<file path="src/rtl/message_loc_reader.sv">
// Streams stored messages out byte by byte. Each message's start and end
// buffer addresses come from a location table indexed by the read index.
module message_loc_reader #(
  parameter int DATA_WIDTH  = 5,
  parameter int NUM_MESSAGE = 10,
  parameter int BYTE_WIDTH  = 8
) (
  input  logic                   clk,
  input  logic                   rst,
  input  logic [NUM_MESSAGE-1:0] wr_index_i,
  output logic                   re_o,
  output logic                   read_start_o,
  output logic                   read_end_o,
  output logic [NUM_MESSAGE-1:0] read_index_o,
  input  logic [DATA_WIDTH-1:0]  start_i,
  input  logic [DATA_WIDTH-1:0]  end_i,
  output logic                   buf_re_o,
  output logic [DATA_WIDTH-1:0]  buf_raddr_o,
  input  logic [BYTE_WIDTH-1:0]  buf_data_i,
  output logic [BYTE_WIDTH-1:0]  data_o,
  output logic                   valid_o,
  input  logic                   ready_i,
  output logic                   sop_o,
  output logic                   eop_o,
  output logic                   busy_o
);

  typedef enum logic [2:0] {
    IDLE, LOC_START, LOC_END, LOC_CAP, FETCH, CAPTURE, SEND
  } state_e;

  localparam logic [NUM_MESSAGE-1:0] LAST_IDX = NUM_MESSAGE'(NUM_MESSAGE - 1);

  state_e                 state_q;
  logic [NUM_MESSAGE-1:0] rd_idx_q, rd_idx_d;
  logic [DATA_WIDTH-1:0]  ptr_q, ptr_d;
  logic [DATA_WIDTH-1:0]  end_ptr_q;
  logic [BYTE_WIDTH-1:0]  data_q;
  logic                   first_q, sop_q, eop_q, valid_q;
  logic                   re_q, read_start_q, read_end_q, buf_re_q;

  // Index wraps at NUM_MESSAGE, the buffer pointer wraps naturally at 2^DATA_WIDTH.
  always_comb begin
    rd_idx_d = (rd_idx_q == LAST_IDX) ? '0 : rd_idx_q + NUM_MESSAGE'(1);
    ptr_d    = ptr_q + DATA_WIDTH'(1);
  end

  always_ff @(posedge clk) begin
    if (rst) begin
      state_q      <= IDLE;
      rd_idx_q     <= '0;
      ptr_q        <= '0;
      end_ptr_q    <= '0;
      data_q       <= '0;
      first_q      <= 1'b0;
      sop_q        <= 1'b0;
      eop_q        <= 1'b0;
      valid_q      <= 1'b0;
      re_q         <= 1'b0;
      read_start_q <= 1'b0;
      read_end_q   <= 1'b0;
      buf_re_q     <= 1'b0;
    end else begin
      re_q         <= 1'b0;
      read_start_q <= 1'b0;
      read_end_q   <= 1'b0;
      buf_re_q     <= 1'b0;
      // Strobes are registered, so each is raised on the edge entering its state.
      case (state_q)
        IDLE: begin
          if (rd_idx_q != wr_index_i) begin
            state_q      <= LOC_START;
            re_q         <= 1'b1;
            read_start_q <= 1'b1;
          end
        end
        LOC_START: begin
          state_q    <= LOC_END;
          re_q       <= 1'b1;
          read_end_q <= 1'b1;
        end
        LOC_END: begin
          ptr_q   <= start_i;
          state_q <= LOC_CAP;
        end
        LOC_CAP: begin
          end_ptr_q <= end_i;
          first_q   <= 1'b1;
          buf_re_q  <= 1'b1;
          state_q   <= FETCH;
        end
        FETCH: begin
          state_q <= CAPTURE;
        end
        CAPTURE: begin
          data_q  <= buf_data_i;
          sop_q   <= first_q;
          eop_q   <= (ptr_q == end_ptr_q);
          valid_q <= 1'b1;
          state_q <= SEND;
        end
        SEND: begin
          if (ready_i) begin
            valid_q <= 1'b0;
            if (eop_q) begin
              rd_idx_q <= rd_idx_d;
              state_q  <= IDLE;
            end else begin
              first_q  <= 1'b0;
              ptr_q    <= ptr_d;
              buf_re_q <= 1'b1;
              state_q  <= FETCH;
            end
          end
        end
        default: state_q <= IDLE;
      endcase
    end
  end

  assign re_o         = re_q;
  assign read_start_o = read_start_q;
  assign read_end_o   = read_end_q;
  assign read_index_o = rd_idx_q;
  assign buf_re_o     = buf_re_q;
  assign buf_raddr_o  = ptr_q;
  assign data_o       = data_q;
  assign valid_o      = valid_q;
  assign sop_o        = sop_q;
  assign eop_o        = eop_q;
  assign busy_o       = (state_q != IDLE);

endmodule

</file>
<file path="config.mk">
export PLATFORM = sky130hd
export DESIGN_NAME = message_loc_reader
export DESIGN_NICKNAME = d
export VERILOG_FILES = /design/src/rtl/message_loc_reader.sv
export SDC_FILE = /design/constraint.sdc
export NUM_CORES = 1
export LEC_CHECK = 0
export ABC_AREA = 1
export CORE_MARGIN = 5
export CORE_UTILIZATION = 40
export CTS_BUF_LIST = sky130_fd_sc_hd__clkbuf_4 sky130_fd_sc_hd__clkbuf_8 sky130_fd_sc_hd__clkbuf_16
export DETAILED_ROUTE_END_ITERATION = 10
export DONT_BUFFER_PORTS = 1
export PLACE_DENSITY = 0.55
export REMOVE_ABC_BUFFERS = 1
export SYNTH_ARGS = -nofsm -noshare
export SYNTH_HDL_FRONTEND = slang
export SYNTH_SLANG_ARGS = --single-unit
</file>
<file path="constraint.sdc">
create_clock -name clk -period 1.48 [get_ports clk]
set_input_delay 0.37 -clock clk [delete_from_list [all_inputs] [get_ports clk]]
set_output_delay 0.37 -clock clk [all_outputs]
set_load 0.02 [all_outputs]
</file>
== Yosys cells after proc, flatten, opt, wreduce, memory -nomap -nowiden ==
Index checks and enable logic that the tools add are counted.

* $add $sub $neg: 2
* Eq/ne operators: 12
* Mux-type cells: 19
* Bitwise gates (word level): 1
* Reduce and logical (&&, ||, !) cells: 11

{| class="wikitable"
|+ Operators by type and width
! kind !! count
|-
| $pmux W3 S7 || 1
|-
| $add A10 B1 Y10 const B || 1
|-
| $eq A10 B4 Y1 const B || 1
|-
| $mux W10 || 1
|-
| $mux W5 || 2
|-
| $ne A10 B10 Y1 || 1
|-
| $pmux W5 S2 || 1
|-
| $eq A3 B3 Y1 const B || 3
|-
| $mux W3 || 3
|-
| $reduce_and A3 Y1 || 3
|-
| $pmux W1 S2 || 4
|-
| $mux W1 || 7
|-
| $eq A3 B2 Y1 const B || 2
|-
| $ne A2 B2 Y1 const B || 3
|-
| $reduce_bool A2 Y1 || 3
|-
| $add A5 B1 Y5 const B || 1
|-
| $eq A5 B5 Y1 || 1
|-
| $reduce_and A2 Y1 || 2
|-
| $eq A3 B1 Y1 const B || 1
|-
| $logic_not A3 Y1 || 1
|-
| $reduce_bool A3 Y1 || 1
|-
| $reduce_or A2 Y1 || 1
|-
| $not A1 Y1 || 1
|}

* Flip-flop bits (word level): 39
* Input bits: 31
* Output and inout port bits: 31
* Logic and storage cells: 58

== Longest topological paths before layout ==
Gate-level depths: netlist of run 1.

* Depth in word-level cells: 4
* Mapped depth: 9
* Mapped depth without buffers: 9

== Worst setup path after synthesis of run 1 ==
OpenSTA, ideal clock, no wires.

* Path kind: flip-flop to flip-flop
* Start: reg rd_idx_q[0], in the netlist read_index_o[0]
* End: reg rd_idx_q[8], in the netlist read_index_o[8]
* Arrival time: 1,232 ps
* Setup slack: 116 ps
* Stages on the path, launching flop included: 9
* Cells stage by stage: dfxtp_1 -> ha_1 -> inv_1 -> nor2_1 -> nand3_1 -> nand2_1 -> nand2_1 -> nand2_1 -> a21oi_1

* Word-level cells in the longest chain between the ends: 2
* Elaborated cells on any way between the ends: 3

{| class="wikitable"
|+ RTL lines
! element !! line !! text
|-
| from (decl) || 35 || <nowiki>logic [NUM_MESSAGE-1:0] rd_idx_q, rd_idx_d;</nowiki>
|-
| from (signal assigned) || 106 || <nowiki>rd_idx_q <= rd_idx_d;</nowiki>
|-
| $add A10 B1 Y10 or $eq A10 B4 Y1 (tied branches) || 44 || <nowiki>rd_idx_d = (rd_idx_q == LAST_IDX) ? '0 : rd_idx_q + NUM_MESSAGE'(1);</nowiki>
|-
| $mux W10 * || 44 ||
|}

Every way passes the cells marked *; elsewhere a longest branch is shown, timed or not.
A chain may end at the register's enable or synchronous reset.

== Final worst setup path of run 1 ==
* Start: reg state_q[2]
* End: out busy_o

* Word-level cells in the longest chain between the ends: 1

{| class="wikitable"
|+ RTL lines
! element !! line !! text
|-
| from (decl) || 34 || <nowiki>state_e state_q;</nowiki>
|-
| from (signal assigned) || 50 || <nowiki>state_q <= IDLE;</nowiki>
|-
| from (signal assigned) || 72 || <nowiki>state_q <= LOC_START;</nowiki>
|-
| from (signal assigned) || 78 || <nowiki>state_q <= LOC_END;</nowiki>
|-
| $reduce_bool A3 Y1 || 131 || <nowiki>assign busy_o = (state_q != IDLE);</nowiki>
|-
| to (decl) || 25 || <nowiki>output logic busy_o</nowiki>
|}

Every way passes these cells.

==> results of run 1 <==
where the power goes:
part / total, mW / switching (mW) / internal [mW]
Combinational: 0.262 / 0.164 / 0.0976
Sequential: 1.21 / 0.0934 / 1.11
Clock: 0.726 / 0.360 / 0.366
Total: 2.19 / 0.618 / 1.58
synth_stat cells, drive strengths merged:
cell    count  area, sq um
buf         3         17.5
clkinv      1         5.00
a31oi       1         6.26
ha          3         37.5
xnor2       8         70.1
or2         1         6.26
o21ai      24          128
a21oi      20          100
nor2       62          257
inv        33          124
nand3      15         80.1
nand2      72          288
nand4       5         31.3
o21bai      1         7.51
clkbuf      4         15.0
xor2        4         35.0
dfxtp      39          781
metal layers:
metal	vias up	part of all wire, %
li1	968	-
met1	823	46
met2	47	46
met3	6	7.5
met4	0	1.2
met5	-	0
how the worst max path moves through the flow:
stage	endpoint	slack, ns
after global routing	read_index_o[8]	0.005
after detailed placement	read_index_o[8]	0.06
after global placement	read_index_o[6]	0.07
final	busy_o	0.13
after floorplan	data_o[0]	0.11
after CTS	busy_o	0.04
area by class of cell:
cell class | count | area (sq um)
sequential | 39 | 787
multi-input combinational | 216 | 1050
fill | 512 | 2490
clock buffer | 6 | 82.6
tap | 67 | 83.8
inverter | 34 | 129
timing repair buffer | 21 | 158
clock inverter | 1 | 5.00
per-stage QoR:
step / hold slack [ns] / util (%) / worst slack (ns) / instance area [sq um]
6_report: 0.138 / 47.9 / 0.129 / 2290
5_1_grt: 0.120 / 47.9 / 0.00465 / 2290
4_1_cts: 0.130 / 47.8 / 0.0354 / 2290
3_5_place_dp: 0.445 / 45.9 / 0.0591 / 2200
3_3_place_gp: 0.443 / 45.9 / 0.0727 / 2200
2_1_floorplan: 0.434 / - / 0.108 / 1960
worst max-delay path: stages (launching register included):
cell and delay, ns:
dfxtp_2 0.40, inv_1 0.11, nand2_2 0.18
logic make-up (layout without fill, tap and decap cells):
group | count (synthesis) | in the layout
AO/OA/AOI/OAI | 46 | 46
XOR/XNOR | 12 | 12
adder cells (fa/ha/maj) | 3 | 3
buffers and inverters | 41 | 62
flip-flops | 39 | 39
AND/OR/NAND/NOR | 155 | 155
flip-flops by register name (all words and copies together) (netlist names):
name          count
data_o            8
read_end_o        1
re_o              1
state_q           3
read_index_o     10
eop_o             1
buf_re_o          1
end_ptr_q         5
valid_o           1
first_q           1
read_start_o      1
sop_o             1
buf_raddr_o       5
what timing repair did:
action	CTS	global route
setup endpoints to repair	1	11
resized for setup	1	5
pin swaps	0	0
hold buffers	0	0
cloned	0	0
==> results.md, run 1 <==
* YS warnings at 0
* Proportion of layout cells with a drive suffix above 1 at 14.5%
* Static Leak at 1.03 nW
* Reg-to-reg slack, setup at 0.14 ns
* Final setup viols at 0
* Top-Level Pins at 62
* Critical path peak fanout at 6
* Crit. End Element: output port
* N_diodes at 0
* Hold path endpoint: state_q[2]
* Syn Area/Cell at 6.72 sq um
* First-pass GRT wire length at 8.11 mm
* Hold Path Cell Cnt at 1
* M3 GR Usage at between 5 and 6%
* Die Wd at about 81 um
* Number of post-CTS setup repair buffers at 0
* Max Fclk at 740 MHz
* Final hold violations at 0
* Vias in the first global route at 1729
* Most frequent cells in the layout: nand2_1 (68), nor2_1 (60), dfxtp_1 (34)
* GPL Wtd Cong at 0.822
* Core area at approximately 4800 sq um
* XOR/XNOR Fraction of Synth Area at 5.29%
* Grt met2 use at 26.0%
* Pre-antenna DRT Iters at 4
* Total power at 2.19 mW
* Setup CP Type: flop to output port
* Routed vias/inst at 4.80
* Register clock-pin slew on the reported worst setup and hold paths at about 0.08 ns
* Clk buf depth at 2
* WL/cell at roughly 13 um
* Cells after DPL at 377
* Worst reg2reg path startpoint: state_q[2]
* Post-synthesis adder-cell area fraction at 1.89%
* Post-DP HPWL at ~3.8 mm
* CP Launch Point: state_q[2]
* Clock latency on the worst-skew pair at 0.29 ns
* Mapped cell area at 1990 sq um
* Leading cell type in the layout, fill and taps excluded: nand2_1
* Worst slew pin tran at 0.339 ns
* Total Routed Length at 4.96 mm
* CTS Buf Count at 5
* CP required at around 1.1 ns
* Nets at 351
* Initial antenna violation count at 0
* Synth unique cells at 25
* Worst path arrival time at 0.98 ns
* Critical Path Start Type: flop
* Sequential-to-total area share from yosys stat at 39.3%
* Starting Density at a little over 40%
* GR Overflow Total at 0
* Routed via count at 1844
* Period minus WS final at 1.35 ns
* Rows at 25
* Die area at roughly 6500 sq um
* Clk_skew at 0.00478 ns
* Flops & latches, synth at 39
* Busiest grt layer: met2
* Largest net degree at the start of global routing at 17
* Syn Inst Count at 296
* Slew margin rel. at 77.4%
* Die H at just over 80 um
* Final slew viol count at 0
* Hold Path Origin: rst
* Reg2reg path depth at 7
* R2r endpoint: read_index_o[6]
* Root buffer cell: clkbuf_8
* DRT antenna net count at 0
* Drt drc at 0
* Fraction of synthesized area in multiplexers at 0%
* Status: completed
* H-tree Lvls at 2
* Port buffer count at 0
* Min-Delay Path Class: primary input to flop
* Max-cap violations at 0
* Global-route met1 utilization at 20.3%
* Pwr dens at 957 nW/um^2
* VDD IR-drop max at 0.526 mV
* Final Non-Filler Cells at roughly 380
* GR Util All Layers at 16.2%
* Post-Synth Simple-Gate Area at 33.3%
* CTS tree: done
* Fin crit share at 91.3%
* Area growth from synthesis to layout at 15.4%
* Complex-gate fraction of the synthesized area at 12.1%
* Largest family of logic cells by synthesized area: simple AND/OR/NAND/NOR gates
* RSZ-0062 raised after global routing: no
* TritonCTS Sinks at 39
* Fin Setup TNS at 0 ns
* Starting DRT DRC Count at 100
No activity file was read; power rests on OpenSTA's default activity.
==> inputs of run 2 (changes only) <==
--- a/config.mk
+++ b/config.mk
@@ -11,7 +11,7 @@
 export CTS_BUF_LIST = sky130_fd_sc_hd__clkbuf_4 sky130_fd_sc_hd__clkbuf_8 sky130_fd_sc_hd__clkbuf_16
 export DETAILED_ROUTE_END_ITERATION = 10
 export DONT_BUFFER_PORTS = 1
-export PLACE_DENSITY = 0.55
+export PLACE_DENSITY = 0.64
 export REMOVE_ABC_BUFFERS = 1
 export SYNTH_ARGS = -nofsm -noshare
 export SYNTH_HDL_FRONTEND = slang
==> results.md, run 2 (synthesized netlist as in run 1, its figures left out) <==
* Status: completed
* N_diodes at 0
* Final hold violations at 0
* RSZ-0062 raised after global routing: no
* Die Wd at 80.5 um
* Starting Density at 41.5%
* Critical-path cell list: inv_1, nand2_2
* Starting DRT DRC Count at 83
* Routed vias/inst at between 4 and 5
* Fin crit share at 92.9%
* Max-cap violations at 0
* Area growth from synthesis to layout at 15.4%
* Die H at 80.5 um
* Clock latency on the worst-skew pair at 0.29 ns
* Post-DP HPWL at 3.77 mm
* Vias in the first global route at ~1800
* H-tree Lvls at 2
* VDD IR-drop max at between 0.4 and 0.5 mV
* Leading cell type in the layout, fill and taps excluded: nand2_1
* CTS tree: done
* Worst slew pin tran at 0.338 ns
* Largest net degree at the start of global routing at 17
* Min-Delay Path Class: primary input to flop
* Final slew viol count at 0
* Slew margin rel. at 77.4%
* Most frequent cells in the layout: nand2_1 (68), nor2_1 (60), dfxtp_1 (35)
* Proportion of layout cells with a drive suffix above 1 at 14.5%
* Worst path arrival time at 1.00 ns
* Total Routed Length at 4.89 mm
* Pre-antenna DRT Iters at 4
* Initial antenna violation count at 0
* CP peak stage delay at 0.40 ns
* GPL Wtd Cong at 0.800
* Period minus WS final at between 1 and 1.5 ns
* Core area at 4790 sq um
* Max Fclk at about 730 MHz
* Register clock-pin slew on the reported worst setup and hold paths at 0.08 ns
* Max FFs per register at 10
* Pwr dens at roughly 940 nW/um^2
* WL/cell at 12.7 um
* Critical path peak fanout at 6
* Drt drc at 0
* Static Leak at a little over 1 nW
* Total power at 2.17 mW
* Hold Buf Count CTS at 0
* Nets at 352
* Die area at about 6500 sq um
* Critical Path Start Type: flop
* Worst hold margin at 0.136 ns
* Routed via count at about 1900
* Crit. End Element: output port
* DRT antenna net count at 0
* Number of post-CTS setup repair buffers at 0
* CP required at between 1 and 1.5 ns
* Crit path buf inv count at 1
* Top-Level Pins at 62
* Port buffer count at 0
* CTS Buf Count at 5
* Final setup viols at 0
* TritonCTS Sinks at 39
* GR Util All Layers at between 10% and 20%
* Fin util at 47.9%
* Clk_skew at 0.00330 ns
* Cell family with most CP delay: flip-flops
* GR Overflow Total at 0
* Fin Setup TNS at 0 ns
* Slowest cell on the critical path: dfxtp_2
* Root buffer cell: clkbuf_8
* Clk buf depth at 2
* Rows at 25
* First-pass GRT wire length at 7.96 mm
* Setup CP Type: flop to output port
==> run 2: final timing paths <==
| path | from | to | slack, ns | cells after the start |
|---|---|---|---|---|
| setup / recovery | state_q[2] | busy_o | 0.11 | 2 |
| hold / removal | rst | eop_o | 0.14 | 1 |
| setup reg to reg | state_q[1] | read_index_o[6] | 0.12 | 7 |
| hold reg to reg | first_q | first_q | 0.48 | 2 |
==> run 2: timing repair <==
action                     4_1_cts  5_1_grt
pin swaps                        0        0
setup endpoints to repair        1        8
gates resized for setup          2        3
==> run 2: power by group <==
| part | total (mW) | switching [mW] | internal, mW |
|---|---|---|---|
| combinational | 0.263 | 0.166 | 0.0978 |
| clock | 0.696 | 0.374 | 0.322 |
| sequential | 1.21 | 0.0934 | 1.11 |
==> run 2: worst register-to-register path, stage by stage (launching register included) <==
cell and delay [ns]:
dfxtp_1 0.40, nand2_2 0.11, nor2_4 0.18, nand3_2 0.19, nor2_1 0.17, nand2_1 0.07, nand3_1 0.08, nor2_1 0.04
==> run 2: cell type report <==
cell class                 count  area, sq um
clock inverter                 2         13.8
clock buffer                   5         68.8
timing repair buffer          22          165
sequential                    39          786
tap                           67         83.8
inverter                      34          129
multi-input combinational    216         1050
fill                         507         2490
==> run 2: layer usage <==
layer  global-route usage [%]  up-vias  wire (um)
li1                         -      972          -
met5                        0        -          0
met3                     6.61        4        425
met1                     19.3      814       2180
met2                     25.3       65       2240
met4                     6.08        0         46
==> run 2: per-stage QoR <==
stage	std cells	cell area [sq um]	setup slack, ns
2_1_floorplan	289	1960	0.108
3_3_place_gp	378	2200	0.0866
3_5_place_dp	378	2200	0.0869
4_1_cts	385	2290	0.0347
5_1_grt	385	2290	0.00806
6_report	385	2290	0.106
